<file path="config.mk">
export PLATFORM = sky130hd
export DESIGN_NAME = keypad_scanner
export DESIGN_NICKNAME = d
export VERILOG_FILES = /design/src/rtl/keypad_scanner.sv
export SDC_FILE = /design/constraint.sdc
export NUM_CORES = 1
export LEC_CHECK = 0
export BUFFER_PORTS_ARGS = -buffer_cell sky130_fd_sc_hd__buf_2
export CAP_MARGIN = 10
export CELL_PAD_IN_SITES_DETAIL_PLACEMENT = 0
export CELL_PAD_IN_SITES_GLOBAL_PLACEMENT = 1
export CORE_MARGIN = 1.5
export CORE_UTILIZATION = 51
export DETAILED_ROUTE_END_ITERATION = 7
export PLACE_DENSITY = 0.87
export SLEW_MARGIN = 20
export SYNTH_ARGS = -nofsm -noshare
export SYNTH_HDL_FRONTEND = slang
export SYNTH_SLANG_ARGS = --single-unit
</file>
<file path="constraint.sdc">
create_clock -name clk -period 8.2 [get_ports clk]
set_input_delay 1.64 -clock clk [delete_from_list [all_inputs] [get_ports clk]]
set_output_delay 1.64 -clock clk [all_outputs]
set_load 0.02 [all_outputs]
</file>
<file path="src/rtl/keypad_scanner.sv">
// 4x4 matrix keypad scanner: column drive, 2-flop row sync, per-scan
// debounce FSM and a one-entry valid/ready keycode buffer.
//
// Ports:
//   clk, rst_n  clock, async active-low reset
//   row_n[3:0]  keypad rows, low = closed in driven column
//   col_n[3:0]  one-hot active-low column drive
//   key_code    {row_idx, col_idx}, stable while key_valid
//   key_valid   keycode available, held until accepted
//   key_ready   consumer accept
//   key_drop    1-clk pulse: accepted press lost, buffer full
//   key_held    debounced key-down level
//
// Build option: define KEYPAD_REPEAT_EN to enable auto-repeat.
module keypad_scanner #(
  parameter int SCAN_DIV   = 10000,
  parameter int DEB_SCANS  = 4,
  parameter int REPEAT_DLY = 50
) (
  input  logic       clk,
  input  logic       rst_n,
  input  logic [3:0] row_n,
  output logic [3:0] col_n,
  output logic [3:0] key_code,
  output logic       key_valid,
  input  logic       key_ready,
  output logic       key_drop,
  output logic       key_held
);

  localparam int DW = (SCAN_DIV > 1) ? $clog2(SCAN_DIV) : 1;
  localparam int CW = $clog2(DEB_SCANS + 1);
  localparam logic [DW-1:0] DIV_LAST = DW'(SCAN_DIV - 1);
  localparam logic [CW-1:0] CNT_LAST = CW'(DEB_SCANS);
  localparam bit DEB1 = (DEB_SCANS == 1);

  if (SCAN_DIV < 4 || REPEAT_DLY < DEB_SCANS) begin : g_cfg_chk
    $error("keypad_scanner: bad parameters");
  end

  typedef enum logic [1:0] {
    IDLE, DEB, PRESSED, REL
  } state_t;

  logic [3:0]    r_sync1, r_sync2;
  logic [DW-1:0] r_div;
  logic [1:0]    r_col;
  logic [3:0]    r_col_n;
  logic [1:0]    r_acc_n;
  logic [3:0]    r_acc_code;
  state_t        r_state;
  logic [3:0]    r_cand;
  logic [CW-1:0] r_cnt;
  logic [3:0]    r_code;
  logic          r_valid, r_drop, r_held;

  logic          w_last, w_scan_end;
  logic [3:0]    w_hit;
  logic [2:0]    w_nhit, w_tot;
  logic [1:0]    w_row;
  logic          w_none, w_one, w_match;
  logic [3:0]    w_code;
  logic [CW-1:0] w_cnt_inc;
  logic          w_deb_hit, w_take, w_accept;

`ifdef KEYPAD_REPEAT_EN
  localparam int RW = $clog2(REPEAT_DLY + 1);
  logic [RW-1:0] r_rpt;
  logic          w_rpt_hit;
  assign w_rpt_hit = (r_rpt + 1'b1) == RW'(REPEAT_DLY);
`endif

  assign w_last     = (r_div == DIV_LAST);
  assign w_scan_end = w_last && (r_col == 2'd3);
  assign w_hit      = ~r_sync2;
  assign w_nhit     = {2'b0, w_hit[0]} + {2'b0, w_hit[1]}
                    + {2'b0, w_hit[2]} + {2'b0, w_hit[3]};

  always_comb begin
    w_row = 2'd0;
    if (w_hit[1]) w_row = 2'd1;
    if (w_hit[2]) w_row = 2'd2;
    if (w_hit[3]) w_row = 2'd3;
  end

  // Scan result combines earlier columns with the column sampled now.
  assign w_tot     = {1'b0, r_acc_n} + w_nhit;
  assign w_none    = (w_tot == 3'd0);
  assign w_one     = (w_tot == 3'd1);
  assign w_code    = (w_nhit == 3'd1) ? {w_row, r_col} : r_acc_code;
  assign w_match   = (w_code == r_cand);
  assign w_cnt_inc = r_cnt + 1'b1;
  assign w_deb_hit = (w_cnt_inc == CNT_LAST);
  assign w_take    = r_valid && key_ready;

  always_comb begin
    w_accept = 1'b0;
    if (w_scan_end && w_one) begin
      case (r_state)
        IDLE:    w_accept = DEB1;
        DEB:     w_accept = w_match && w_deb_hit;
`ifdef KEYPAD_REPEAT_EN
        PRESSED: w_accept = w_match && w_rpt_hit;
`endif
        default: w_accept = 1'b0;
      endcase
    end
  end

  always_ff @(posedge clk or negedge rst_n) begin
    if (!rst_n) begin
      r_sync1    <= 4'hF;
      r_sync2    <= 4'hF;
      r_div      <= '0;
      r_col      <= 2'd0;
      r_col_n    <= 4'b1110;
      r_acc_n    <= 2'd0;
      r_acc_code <= 4'd0;
    end else begin
      r_sync1 <= row_n;
      r_sync2 <= r_sync1;
      if (w_last) begin
        r_div   <= '0;
        r_col   <= r_col + 1'b1;
        r_col_n <= {r_col_n[2:0], r_col_n[3]};
        if (w_scan_end) begin
          r_acc_n    <= 2'd0;
          r_acc_code <= 4'd0;
        end else begin
          r_acc_n <= (w_tot >= 3'd2) ? 2'd2 : w_tot[1:0];
          if (w_nhit == 3'd1)
            r_acc_code <= {w_row, r_col};
        end
      end else begin
        r_div <= r_div + 1'b1;
      end
    end
  end

  always_ff @(posedge clk or negedge rst_n) begin
    if (!rst_n) begin
      r_state <= IDLE;
      r_cand  <= 4'd0;
      r_cnt   <= '0;
      r_code  <= 4'd0;
      r_valid <= 1'b0;
      r_drop  <= 1'b0;
      r_held  <= 1'b0;
`ifdef KEYPAD_REPEAT_EN
      r_rpt   <= '0;
`endif
    end else begin
      // A handshake on the accept edge frees the slot for the new key.
      r_drop <= w_accept && r_valid && !w_take;
      if (w_accept && (!r_valid || w_take)) begin
        r_code  <= w_code;
        r_valid <= 1'b1;
      end else if (w_take) begin
        r_valid <= 1'b0;
      end
      if (w_scan_end) begin
        case (r_state)
          IDLE: begin
            if (w_one) begin
              r_cand <= w_code;
              if (DEB1) begin
                r_state <= PRESSED;
                r_held  <= 1'b1;
              end else begin
                r_state <= DEB;
                r_cnt   <= CW'(1);
              end
            end
          end
          DEB: begin
            if (!w_one) begin
              r_state <= IDLE;
              r_cnt   <= '0;
            end else if (!w_match) begin
              r_cand <= w_code;
              r_cnt  <= CW'(1);
            end else if (w_deb_hit) begin
              r_state <= PRESSED;
              r_held  <= 1'b1;
              r_cnt   <= '0;
            end else begin
              r_cnt <= w_cnt_inc;
            end
          end
          PRESSED: begin
            if (w_none) begin
`ifdef KEYPAD_REPEAT_EN
              r_rpt <= '0;
`endif
              if (DEB1) begin
                r_state <= IDLE;
                r_held  <= 1'b0;
              end else begin
                r_state <= REL;
                r_cnt   <= CW'(1);
              end
            end
`ifdef KEYPAD_REPEAT_EN
            // After the first repeat, rewind so the next
            // one lands DEB_SCANS scans later.
            else if (w_one && w_match) begin
              r_rpt <= w_rpt_hit
                     ? RW'(REPEAT_DLY - DEB_SCANS)
                     : r_rpt + 1'b1;
            end
`endif
          end
          REL: begin
            if (!w_none) begin
              r_state <= PRESSED;
              r_cnt   <= '0;
            end else if (w_deb_hit) begin
              r_state <= IDLE;
              r_held  <= 1'b0;
              r_cnt   <= '0;
            end else begin
              r_cnt <= w_cnt_inc;
            end
          end
          default: r_state <= IDLE;
        endcase
      end
    end
  end

  assign col_n     = r_col_n;
  assign key_code  = r_code;
  assign key_valid = r_valid;
  assign key_drop  = r_drop;
  assign key_held  = r_held;

endmodule

</file>
=== Word-level counts from Yosys, hierarchy flattened ===
Cells that the tools add are included.

* Bits of input ports: 7
* Output and inout bits: 11
* Bits in registers: 50
* Word-level logic and storage cells: 99

* Muxes and demuxes: 37
* Add/subtract/negate cells: 7
* Reduce and logical (&&, ||, !) cells: 19
* Equality and inequality tests: 20
* Order comparisons: 1
* Bitwise gates (word level): 1

{| class="wikitable"
|+ Operators by type and width
! operator !! count
|-
| $mux 2 || 11
|-
| $mux 4 || 5
|-
| $mux 3 || 6
|-
| $ne 2x2->1 const B || 8
|-
| $add 14x1->14 const B || 1
|-
| $eq 14x14->1 const B || 1
|-
| $mux 14 || 1
|-
| $pmux 3 s4 || 1
|-
| $mux 1 || 10
|-
| $ne 3x3->1 const B || 3
|-
| $pmux 2 s4 || 1
|-
| $pmux 4 s2 || 1
|-
| $logic_and 1x1->1 || 7
|-
| $reduce_and 7->1 || 1
|-
| $eq 2x2->1 const B || 3
|-
| $eq 3x1->1 const B || 2
|-
| $reduce_and 6->1 || 1
|-
| $reduce_bool 2->1 || 3
|-
| $reduce_and 5->1 || 1
|-
| $eq 4x4->1 || 1
|-
| $not 4->4 || 1
|-
| $add 2x1->3 || 1
|-
| $add 2x3->3 || 1
|-
| $add 3x1->3 || 1
|-
| 12 further kinds || 13
|}

=== Longest topological paths before layout ===
Gate-level depths: netlist of the first run.

* Depth in word-level cells: 12
* Mapped depth: 10
* Gate-level depth less buffers: 10

=== Worst setup path after synthesis of the first run ===
No wires, ideal clock.

* Kind: flip-flop to flip-flop
* From: register r_sync2[3]
* To: register r_state[0]
* Period minus slack after synthesis: 3.566 ns
* Stages on the path, launching flop included: 11
* Required time: 8.074 ns
* Slack: 4.634 ns
* Path buffers: 0
* Setup time: 0.126 ns
* Arrival time: 3.440 ns
* Cell sequence: dfstp_2 fa_1 inv_1 ha_1 ha_1 fa_1 or3b_2 o22ai_1 o211ai_4 or4b_1 o311a_1

* Cells in the longest elaborated chain, start to end: 7
* Elaborated cells on any way between the ends: 18
* Those cells by class: add/sub: 2; eq/ne: 8; mux: 5; bitwise: 1; reduce/logical: 2

{| class="wikitable"
|+ Ends and longest elaborated chain
! item !! RTL line !! RTL
|-
| from (decl) || 45 || <nowiki>logic [3:0] r_sync1, r_sync2;</nowiki>
|-
| from (signal assigned) || 121 || <nowiki>r_sync2 <= r_sync1;</nowiki>
|-
| $not 4->4 * || 75 || <nowiki>assign w_hit = ~r_sync2;</nowiki>
|-
| parallel branches: the longest is 6 deep, another holds $add 3x1->3 || -- ||
|-
| to (signal assigned) || 142 || <nowiki>r_state <= IDLE;</nowiki>
|-
| to (signal assigned) || 167 || <nowiki>r_state <= PRESSED;</nowiki>
|-
| to (signal assigned) || 170 || <nowiki>r_state <= DEB;</nowiki>
|-
| to (decl) || 51 || <nowiki>state_t r_state;</nowiki>
|}

Every way passes the cells marked *.
A chain may end at the register's enable or synchronous reset.

=== Worst setup path after layout of the first run ===
Same ends and word-level chain as after synthesis.

==> results of run 1 <==
[through the flow]
step,util [%],cell area [µm²]
after floorplan,-,2560
after global placement,56.7,2710
after detailed placement,56.7,2710
after CTS,58.8,2820
after global routing,58.9,2820
final,58.9,2820
[critical path, delay by kind of cell, from the launching register on]
kind | cells | cell delay [ns]
fa+ha+maj | 4 | 1.41
buf+inv | 1 | 0.07
simple gates | 2 | 1.01
flops | 1 | 0.59
compound gates | 3 | 0.57
[per-layer routing]
metal	vias to the layer above	global-route usage, %
met5	-	0
met4	0	6.79
met3	7	4.12
met2	22	28.4
met1	845	26.5
li1	872	-
[layout by cell type (no fill, tap or decap), drive strengths merged, types with 5 or more instances in the layout]
cell	count
dfstp	11
xor2	9
nor3	6
o21ai	6
nand2	32
buf	18
ha	9
nor2	17
nand3	9
inv	15
clkbuf	7
dfrtp	39
mux2	7
nand4	5
xnor2	6
[worst min-delay path by stage]
stage | slack, ns | end | start | depth (start not counted)
2_1_floorplan | 0.35 | r_sync2[0] | r_sync1[0] | 0
4_1_cts | 0.36 | r_sync2[2] | r_sync1[2] | 0
6_report | 0.36 | r_sync2[2] | r_sync1[2] | 0
5_1_grt | 0.36 | r_sync2[3] | r_sync1[3] | 0
3_5_place_dp | 0.35 | r_sync2[2] | r_sync1[2] | 0
3_3_place_gp | 0.35 | r_sync2[2] | r_sync1[2] | 0
[cells by family (layout without fill, tap and decap cells)]
logic type / Yosys count / after routing
AOI/OAI and AO/OA: 34 / 34
xor gates and xnor gates: 15 / 15
adders and majority gates: 11 / 11
buffers and inverters: 21 / 41
DFF: 50 / 50
muxes: 10 / 10
and+or+nand+nor: 96 / 96
[registers in the layout, summed over array words and instances, names as in the netlist]
signal and cells:
key_held 1, r_acc_n 2, r_col 2, key_valid 1, col_n 4, key_code 4, r_state 2, r_sync1 4
key_drop 1, r_cand 4, r_sync2 4, r_acc_code 4, r_div 14, r_cnt 3
[report_power, final]
group | switching, mW | leakage (nW) | internal (mW)
sequential | 0.00130 | 0.646 | 0.250
clock | 0.0778 | 0.0496 | 0.0787
combinational | 0.0286 | 0.636 | 0.0162
total | 0.108 | 1.33 | 0.345
[area by class of cell]
| cell class | count | area (µm²) |
|---|---|---|
| well taps | 67 | 83.8 |
| multi-input cells | 166 | 1210 |
| repair buffers | 18 | 95.1 |
| clock buffers | 7 | 97.6 |
| flip-flops and latches | 50 | 1260 |
| clock inverters | 1 | 7.51 |
| fillers | 426 | 1970 |
| inverters | 15 | 56.3 |
==> impl_metrics.tcl, run 1 <==
set metrics [dict create \
    grt_max_degree 51 \
    clk_pin_slew_ns 0.08 \
    ys_warn_count 0 \
    synth_fa_ha_area_share_pct 5.97 \
    dr.first_iter.drc_count 57 \
    crit_path_end_kind "register" \
    synth_mux_area_share_pct 4.26 \
    syn_avg_cell_area_um2 10.8 \
    synthDistinctLibCells 51 \
    synth_top_family_by_area "simple AND/OR/NAND/NOR gates" \
    synth_edf_count 0 \
    ys_seq_area_share_pct 49.5 \
    avgRoutedWirePerCell_um 13.6 \
    cts_hold_buffers 0 \
    cts_max_path_buffers 2 \
    io_buffers 17 \
    power_leakage_nw 1.33 \
    grt_usage_pct 18.8 \
    rows 25 \
    clock_latency_ns 0.30 \
    antenna_left 0 \
    path_cells "fa_1, inv_1, ha_1, ha_1, fa_1, or3b_2, o22ai_1, o211ai_4, or4b_1, o311a_1" \
    max-slew-margin-rel_pct 59.2 \
    fp.dieH_um 73.8 \
    cp.arrival_ns 3.96 \
    synth_compound_area_share_pct 11.5 \
    synth_top_area_share_pct 38.2 \
    finalMaxSlewViolations 0 \
    slowest_stage "dfstp_2" \
    cts_buffers 5 \
    grt_pass1_vias 1653 \
    syn_inst 237 \
    dp.cells 316 \
    synth-xor-area-share_pct 5.14 \
    drt-met1-wl_um 2240 \
    critPathMaxFanout 8 \
    r2r-start "r_sync2[3]" \
    cts.sinks 50 \
    preCtsSetupSlack_ns 4.42 \
    grt_remaining_overflow 0 \
    ys_seq_elements 50 \
    finalSetupViolCount 0 \
    drive_gt1_share_pct 21.0 \
    h-tree-depth 2 \
    routabilityCongestion 0.791 \
    syn2layout_area_growth_pct 10.2 \
    slowest_delay_ns 0.59 \
    peakVddDrop_v 0.000111 \
    drtPass1Iterations 4 \
    async_reset_ff_share_pct 100 \
    drc 0 \
    required_ns 8.39 \
    wl_um 4410 \
    synth_simple_gate_area_share_pct 20.6 \
    pin_count 18 \
    vias 1746 \
    grt_pass1_wl_um 7780 \
    initial_utilization_pct 53.4 \
    viasPerCell 5.39 \
    core_region_area_um2 4790 \
    highest_layer "met4" \
    post-route-period-util_pct 46.0 \
    startpoint_type "register" \
    cts_resized 0 \
    synth-main-ff-cell "dfrtp_1" \
    crit_end "r_state[0]" \
    hold_violations 0 \
    finalPower_mw 0.453 \
    outcome "finished clean" \
    ys_top_cells_by_count "dfrtp_1 (39), nand2_1 (32), nor2_1 (17)" \
    setup_tns_ns 0 \
    rsz0062_at_grt "false" \
    grt_antenna_before_repair 0 \
    instances_no_fill 324 \
    die_w_um 73.8 \
    synth.most_common_cell "dfrtp_1" \
    final_net_count 274 \
    maxCapViolCount 0 \
    setup_ws_ns 4.42 \
    fmax_mhz 265 \
    syn-cell-area_um2 2560 \
    dpl.hpwl_um 3110 \
    routed-wl-met2_um 1990 \
    die_area_um2 5450 \
    reg2reg_depth 10 \
    holdWs_ns 0.358 \
    startpoint "r_sync2[3]" \
    syn_nets 255 \
    tightest_slew_ns 0.612 \
    post-cts-setup-buffer-count 0 \
    routed-wl-met3_um 115 \
    crit_type "register to register" \
    holdCritPathClass "register to register" \
    post-synth-top-area-cell "dfrtp_1" \
    root_buffer "clkbuf_8" \
    fin_crit_ns 3.78 \
    reg2reg_setup_slack_ns 4.42 \
    finClkSkew_ns 0.00647 \
    powerDensity_nw_per_um2 161 \
    diodes 0 \
    synth_area_leaders "dfrtp_1 (38%), dfstp_2 (11%), nand2_1 (4.7%)" \
    cts_tree "yes" \
    r2r_end "r_state[0]" \
]
Note: power is estimated with default switching activity, not from simulation.
==> run 2, diff against run 1 <==
--- a/config.mk
+++ b/config.mk
@@ -10,9 +10,9 @@
 export CELL_PAD_IN_SITES_DETAIL_PLACEMENT = 0
 export CELL_PAD_IN_SITES_GLOBAL_PLACEMENT = 1
 export CORE_MARGIN = 1.5
-export CORE_UTILIZATION = 51
+export CORE_UTILIZATION = 48
 export DETAILED_ROUTE_END_ITERATION = 7
-export PLACE_DENSITY = 0.87
+export PLACE_DENSITY = 0.82
 export SLEW_MARGIN = 20
 export SYNTH_ARGS = -nofsm -noshare
 export SYNTH_HDL_FRONTEND = slang
==> constraint.sdc (replaced) <==
create_clock -name clk -period 3.6 [get_ports clk]
set_input_delay 0.72 -clock clk [delete_from_list [all_inputs] [get_ports clk]]
set_output_delay 0.72 -clock clk [all_outputs]
set_load 0.02 [all_outputs]
==> run 2 against run 1 <==
Against the previous run:
- sequential share of layout area fell by 1.9 points
- final cell count rose by 4.0%
- critical path type unchanged
- combinational power rose to 2.9 times the previous value
- clock skew rose by 0.0065 ns
- die area rose by 6.0%
- setup slack got worse by 4.3 ns
- critical path depth did not move
- highest routed layer unchanged
==> impl_metrics.tcl, run 2 (synthesis gave the netlist of run 1 again) <==
set metrics [dict create \
    setup_ws_ns 0.107 \
    diodes 0 \
    holdCritPathClass "register to register" \
    cts_hold_buffers 0 \
    initial_utilization_pct 50.1 \
    max-slew-margin-rel_pct 49.2 \
    drtPass1Iterations 4 \
    preCtsSetupSlack_ns -0.0472 \
    root_buffer "clkbuf_8" \
    dr.first_iter.drc_count 63 \
    tightest_slew_ns 0.762 \
    top_register "r_div" \
    io_buffers 17 \
    required_ns 3.79 \
    finalMaxSlewViolations 0 \
    rows 26 \
    crit_buf_inv 1 \
    setup_tns_ns 0 \
    cp_top_family "adder cells" \
    final_area_um2 2940 \
    dpl.hpwl_um 3460 \
    wl_um 4860 \
    slowest_stage "dfstp_2" \
    instances_no_fill 337 \
    fill_cells 456 \
    peakVddDrop_v 0.000237 \
    cts.sinks 50 \
    largest_reg_flops 14 \
    pin_count 18 \
    grt_pass1_wl_um 8730 \
    clk_pin_slew_ns 0.09 \
    maxCapViolCount 0 \
    final_net_count 284 \
    cp.arrival_ns 3.68 \
    slowest_delay_ns 0.55 \
    finalPower_mw 1.09 \
    startpoint_type "register" \
    path_cells "fa_1, inv_1, ha_1, ha_1, fa_2, or3b_2, o22ai_4, o211ai_4, or4b_1, o311a_1" \
    outcome "finished clean" \
    antenna_left 0 \
    cts_buffers 5 \
    dp.cells 328 \
    grt_remaining_overflow 0 \
    power_leakage_nw 1.39 \
    grt_max_degree 36 \
    critPathMaxFanout 5 \
    drc 0 \
    syn2layout_area_growth_pct 15.0 \
    finalSetupViolCount 0 \
    layout_commonest_cell "dfrtp_1" \
    layout_common_cells "dfrtp_1 (39), nand2_1 (32), nor2_1 (17), buf_2 (17), inv_1 (15)" \
    cp_common_cell "ha_1" \
    post-route-period-util_pct 97.0 \
    routabilityCongestion 0.781 \
    fmax_mhz 286 \
    dpl_cell_area_um2 2780 \
    avgRoutedWirePerCell_um 14.4 \
    clock_latency_ns 0.30 \
    h-tree-depth 2 \
    crit_path_end_kind "register" \
    cts_tree "yes" \
    fin_crit_ns 3.49 \
    grt_usage_pct 18.7 \
    cts_max_path_buffers 2 \
    viasPerCell 5.41 \
    rsz0062_at_grt "false" \
    crit_type "register to register" \
    core_region_area_um2 5110 \
    fp.dieH_um 76.0 \
    powerDensity_nw_per_um2 370 \
    hold_violations 0 \
    finClkSkew_ns 0.0130 \
    die_w_um 76.0 \
    grt_pass1_vias 1819 \
    reg2reg_setup_slack_ns 0.11 \
    grt_antenna_before_repair 0 \
    vias 1823 \
    die_area_um2 5780 \
    drive_gt1_share_pct 25.5 \
]
==> run 2: cell type report <==
| cell class | count | area [µm²] | area share [%] |
|---|---|---|---|
| Clock inverter | 3 | 40.0 | 1.36 |
| Tap cell | 70 | 87.6 | 2.98 |
| Multi-Input combinational cell | 166 | 1260 | 42.7 |
| Inverter | 15 | 56.3 | 1.91 |
| Clock buffer | 5 | 68.8 | 2.34 |
| Sequential cell | 50 | 1260 | 43.0 |
| Timing Repair Buffer | 28 | 168 | 5.70 |
==> run 2: final timing paths <==
kind,startpoint,end,depth (start not counted)
min reg2reg,r_sync1[2],r_sync2[2],0
min,r_sync1[2],r_sync2[2],0
min in group asynchronous,rst_n,r_col[1],1
max in group asynchronous,rst_n,r_cnt[2],2
max,r_sync2[1],r_state[0],10
max reg2reg,r_sync2[1],r_state[0],10
==> run 2: where the power goes <==
part / internal (mW) / switching, mW / total [mW]
sequential: 0.570 / 0.00271 / 0.572
clock: 0.205 / 0.182 / 0.387
combinational: 0.0540 / 0.0745 / 0.128
total: 0.828 / 0.259 / 1.09
==> run 2: timing repair <==
item	4_1_cts	5_1_grt
endpoints found under the hold margin	0	0
setup buffers	0	1
endpoints found under the setup margin	1	8
pin swaps	0	3
gates resized for setup	1	6
==> run 2: metrics by stage <==
step | hold WS (ns) | util [%]
6_report | 0.361 | 57.6
5_1_grt | 0.366 | 57.6
4_1_cts | 0.363 | 56.7
3_5_place_dp | 0.349 | 54.5
3_3_place_gp | 0.346 | 54.5
2_1_floorplan | 0.345 | -
==> run 2: metal layers <==
layer,vias to the layer above,GRT usage (%),wire length [µm]
met5,-,0,0
met3,5,4.07,142
li1,894,-,-
met4,0,5.19,48
met1,896,27.0,2440
met2,28,28.5,2220
